File: config.mk
export PLATFORM = sky130hd
export DESIGN_NAME = mem_arb
export DESIGN_NICKNAME = d
export VERILOG_FILES = /design/src/rtl/mem_arb_pkg.sv /design/src/rtl/mem_arb_pick.sv /design/src/rtl/mem_arb.sv
export SDC_FILE = /design/constraint.sdc
export NUM_CORES = 1
export LEC_CHECK = 0
export BUFFER_PORTS_ARGS = -buffer_cell sky130_fd_sc_hd__buf_4
export CAP_MARGIN = 25
export CORE_ASPECT_RATIO = 0.9
export CORE_MARGIN = 2
export CORE_UTILIZATION = 30
export CTS_CLUSTER_DIAMETER = 120
export CTS_CLUSTER_SIZE = 14
export DETAILED_ROUTE_END_ITERATION = 8
export GPL_TIMING_DRIVEN = 0
export PLACE_DENSITY_LB_ADDON = 0.3
export SLEW_MARGIN = 5
export SYNTH_ARGS = -nofsm -noshare
export SYNTH_HDL_FRONTEND = slang
export SYNTH_HIERARCHICAL = 1
export SYNTH_SLANG_ARGS = --single-unit
File: constraint.sdc
create_clock -name clk -period 2.12 [get_ports clk]
set_input_delay 0 -clock clk [delete_from_list [all_inputs] [get_ports clk]]
set_output_delay 0 -clock clk [all_outputs]
set_load 0.01 [all_outputs]
File: src/rtl/mem_arb_pkg.sv
// Shared types and default widths for the single-port memory arbiter.
package mem_pkg;

  localparam int unsigned DEF_AW = 32;
  localparam int unsigned DEF_DW = 32;

  typedef enum logic [1:0] {
    IDLE = 2'd0,
    REQ  = 2'd1,
    WAIT = 2'd2
  } arb_state_e;

  typedef enum logic {
    OWN_IF = 1'b0,
    OWN_LS = 1'b1
  } owner_e;

endpackage

File: src/rtl/mem_arb_pick.sv
// Two-way request picker: ls over if by default; alternating on ties when
// MEM_ARB_RR_EN is defined.
module arb_pick
  import mem_pkg::*;
(
`ifdef MEM_ARB_RR_EN
  input  owner_e last,
`endif
  input  logic   if_req,
  input  logic   ls_req,
  output logic   any,
  output owner_e win
);

  always_comb begin
    any = if_req | ls_req;
    win = OWN_IF;
`ifdef MEM_ARB_RR_EN
    // On a tie the side that was not granted last time goes first.
    if (if_req && ls_req) begin
      win = (last == OWN_LS) ? OWN_IF : OWN_LS;
    end else if (ls_req) begin
      win = OWN_LS;
    end
`else
    if (ls_req) begin
      win = OWN_LS;
    end
`endif
  end

endmodule

File: src/rtl/mem_arb.sv
// Arbitrates fetch and load/store ports onto one memory bus, one transaction
// at a time. Define MEM_ARB_RR_EN for round-robin instead of fixed ls priority.
module mem_arb
  import mem_pkg::*;
#(
  parameter int unsigned AW = DEF_AW,
  parameter int unsigned DW = DEF_DW
) (
  input  logic            clk,
  input  logic            rst,
  input  logic            if_req,
  input  logic [AW-1:0]   if_addr,
  output logic            if_gnt,
  output logic            if_rvalid,
  output logic [DW-1:0]   if_rdata,
  input  logic            ls_req,
  input  logic            ls_we,
  input  logic [DW/8-1:0] ls_be,
  input  logic [AW-1:0]   ls_addr,
  input  logic [DW-1:0]   ls_wdata,
  output logic            ls_gnt,
  output logic            ls_rvalid,
  output logic [DW-1:0]   ls_rdata,
  output logic            mem_req,
  output logic            mem_we,
  output logic [DW/8-1:0] mem_be,
  output logic [AW-1:0]   mem_addr,
  output logic [DW-1:0]   mem_wdata,
  input  logic            mem_gnt,
  input  logic            mem_rvalid,
  input  logic [DW-1:0]   mem_rdata,
  output logic            busy,
  output logic            err
);

  arb_state_e state, state_nxt;
  owner_e     owner;
  logic       pick_any;
  owner_e     pick_win;
  logic       take;
  logic       rsp;

  // The owner register doubles as the last-granted record for round-robin.
  arb_pick u_pick (
`ifdef MEM_ARB_RR_EN
    .last   (owner),
`endif
    .if_req (if_req),
    .ls_req (ls_req),
    .any    (pick_any),
    .win    (pick_win)
  );

  // Next state plus the combinational grant and response routing.
  always_comb begin
    state_nxt = state;
    take      = 1'b0;
    rsp       = 1'b0;
    if_gnt    = 1'b0;
    ls_gnt    = 1'b0;
    if_rvalid = 1'b0;
    ls_rvalid = 1'b0;
    if_rdata  = '0;
    ls_rdata  = '0;
    case (state)
      IDLE: begin
        if (pick_any && !rst) begin
          take      = 1'b1;
          state_nxt = REQ;
        end
      end
      REQ: begin
        if (mem_gnt) state_nxt = WAIT;
      end
      WAIT: begin
        if (mem_rvalid) begin
          rsp       = !rst;
          state_nxt = IDLE;
        end
      end
      default: state_nxt = IDLE;
    endcase
    if_gnt    = take && (pick_win == OWN_IF);
    ls_gnt    = take && (pick_win == OWN_LS);
    if_rvalid = rsp && (owner == OWN_IF);
    ls_rvalid = rsp && (owner == OWN_LS);
    if (if_rvalid) if_rdata = mem_rdata;
    if (ls_rvalid) ls_rdata = mem_rdata;
  end

  always_ff @(posedge clk) begin
    if (rst) begin
      state     <= IDLE;
      owner     <= OWN_IF;
      mem_req   <= 1'b0;
      mem_we    <= 1'b0;
      mem_be    <= '0;
      mem_addr  <= '0;
      mem_wdata <= '0;
      busy      <= 1'b0;
      err       <= 1'b0;
    end else begin
      state   <= state_nxt;
      mem_req <= (state_nxt == REQ);
      busy    <= (state_nxt != IDLE);
      if (take) begin
        owner <= pick_win;
        if (pick_win == OWN_LS) begin
          mem_we    <= ls_we;
          mem_be    <= ls_be;
          mem_addr  <= ls_addr;
          mem_wdata <= ls_wdata;
        end else begin
          mem_we    <= 1'b0;
          mem_be    <= '1;
          mem_addr  <= if_addr;
          mem_wdata <= '0;
        end
      end
      // Out-of-protocol memory events are flagged and otherwise ignored.
      if ((mem_rvalid && state != WAIT) || (mem_gnt && state != REQ)) begin
        err <= 1'b1;
      end
    end
  end

endmodule
==> results.cfg <==
[sta]
fin_setup_tns_ps = 0
slew_headroom = 0.588
post-route-period-util = 0.921
fin_ws_ps = 168
finClkSkew_ps = 6.57
maxClockFrequency_ghz = 0.512
final-setup-viol-count = 0
min_period_ps = 1950
rsz0062_at_grt = true
finalHoldViolCount = 0
slew_violations = 0
worstMarginPinSlew_ps = 617

[setup_path]
critPathMaxFanout = 10
worstPathRequired_ps = 2120
crit_buf_inv = 3
path_cells = buf_2, nand3b_1, nor3b_2, clkbuf_1, and2_1, buf_4
critPathSlowestCell = clkbuf_1
crit_path_end_kind = output pin
max_stage_delay_ps = 340
cp.arrival_ps = 1950
crit_type = flop to output pin
cpLargestDelayFamily = simple AND/OR/NAND/NOR gates
start_kind = flop

[global_routing]
antenna_found_initial = 0
grt_pass1_vias = 4158
grt_max_degree = 14
overflow = 0
grt.total_usage = 0.208
grt_pass1_wl_um = 20300

[routing]
firstDrtPassIters = 4
routed_wl_um = 13800
viasPerCell = 4.58
ant_nets = 0
first_iter_violations = 223
post-route-drc-count = 0
wl_per_cell_um = 15.3
vias = 4122

[clocking]
clockRootBuffer = clkbuf_16
cts_max_path_buffers = 2
cts.sinks = 75
cts-buffers-inserted = 9
htreeDepth = 3
cts_tree = built
clk_pin_slew_ps = 60
insertion_delay_ps = 320

[final_layout]
drive_gt1_frac = 0.434
most-common-layout-cells = buf_4, dfxtp_1, and2_1, dlygate4sd3_1, a21oi_1
final_common_cell = buf_4
nNetsFinal = 878
diodes = 0
syn2layout_area_growth_pct = 86.7

[pwr]
peakVddDrop_uv = 381
p_leak_nw = 3.11
power_frac_clock = 0.381
p_sw_mw = 1.05
p_per_area_nw_per_um2 = 614
p_sw_frac = 0.265
seq_power_share = 0.398
cellInternalPower_mw = 2.91
comb_power_share = 0.221

[die]
io_pins = 279
core_area_um2 = 11300
start_util = 0.304
die_y_um = 106
num_rows = 37
die_x_um = 117
die_area_um2 = 12400

[placement]
place.gp.congestion = 0.805
io_buffers = 278
dp_slack_ps = 136
hpwl_um = 10300

[logic_synthesis]
avgSynthCellArea_um2 = 8.42
ys_seq_elements = 75
synth_seq_area_share = 0.435
synth_fp_nets = 549
ys_types = 24
yosys_warnings = 6
synth_cells = 410
syn_area_um2 = 3450

[run]
drv_cap = 0

[status]
outcome = finished clean

[min_path]
hp-class = input port to flop
==> state kept, by name, summed over array words and instances (netlist names) <==
register and flops:
mem_wdata 32, state 2, busy 1, mem_be 4, mem_addr 32, mem_we 1, mem_req 1, owner 1
err 1
==> cells by family (layout without fill, tap and decap cells) <==
logic type / count (synthesis) / count (layout) / share of synthesized area
simple gates: 179 / 179 / 0.273
flops: 75 / 75 / 0.435
compound gates: 78 / 78 / 0.140
buf+inv: 46 / 380 / 0.0595
mux: 32 / 32 / 0.0928
==> synth_stat cells, drive strengths merged <==
library cell | n | area share
or4b | 1 | 0.0029
nor3 | 2 | 0.0029
dfxtp | 75 | 0.44
nand2b | 3 | 0.0054
and2 | 64 | 0.12
clkbuf | 17 | 0.018
nand3b | 2 | 0.0043
inv | 6 | 0.0065
mux2i | 32 | 0.093
nor4b | 2 | 0.0094
a31oi | 4 | 0.0073
a211oi | 35 | 0.076
or2 | 2 | 0.0036
nand3 | 33 | 0.048
nand2 | 35 | 0.038
a21oi | 39 | 0.057
or3b | 1 | 0.0025
nor2 | 33 | 0.036
buf | 23 | 0.034
nor3b | 1 | 0.0036
==> layout make-up <==
type,count,area [um^2]
buffer,39,181
clock buffer,11,233
clock inverter,5,61.3
fill,1037,4900
inverter,6,22.5
multi-input combinational,289,1750
sequential,75,1500
tap,156,195
timing repair buffer,319,2490
==> power by group through the flow <==
stage | sequential, mW | clock [mW] | combinational, mW
5_1_grt | 1.58 | 1.60 | 0.948
2_1_floorplan | 1.64 | 0 | 0.299
3_3_place_gp | 1.60 | 0 | 0.789
4_1_cts | 1.57 | 1.54 | 0.873
3_5_place_dp | 1.60 | 0 | 0.808
6_report | 1.57 | 1.51 | 0.873
==> metal layers <==
metal | track usage | wire length, um | vias to the layer above
met5 | 0 | 0 | -
met4 | 0.0479 | 106 | 0
met3 | 0.0483 | 935 | 11
met2 | 0.384 | 7110 | 168
met1 | 0.239 | 5610 | 1891
li1 | - | - | 2052
==> worst reg2reg max path: stages, from the launching register on <==
cell and delay [ps]:
dfxtp_1 290, buf_2 170, nor4b_4 320, buf_4 230, buf_2 270, nor2_1 70, a211oi_1 210
==> what timing repair did <==
item | in CTS | in global routing
gates resized for setup | 1 | 5
pin swaps | 1 | 0
hold buffers | 40 | 0
hold endpoints to repair | 39 | 0
setup buffers | 1 | 0
endpoints found under the setup margin | 2 | 21
==> worst paths after layout <==
path | start | end | slack [ps] | depth (start not counted)
hold / removal | if_addr[11] | mem_addr[11] | 30 | 3
setup / recovery | state[1] | ls_rdata[19] | 170 | 6
hold reg to reg | mem_wdata[26] | mem_wdata[26] | 450 | 2
setup reg to reg | state[1] | mem_addr[30] | 470 | 6
==> through the flow <==
| step | total power, mW | utilization | area (um^2) | cells | hold slack (ps) |
|---|---|---|---|---|---|
| after global routing | 4.13 | 0.568 | 6440 | 900 | 20.2 |
| after CTS | 3.99 | 0.568 | 6440 | 901 | 16.4 |
| after floorplan | 1.94 | - | 3450 | 410 | 144 |
| final | 3.96 | 0.568 | 6440 | 900 | 27.0 |
| after detailed placement | 2.41 | 0.505 | 5730 | 844 | 278 |
| after global placement | 2.39 | 0.505 | 5730 | 844 | 275 |
Note: power is estimated with default switching activity, not from simulation.
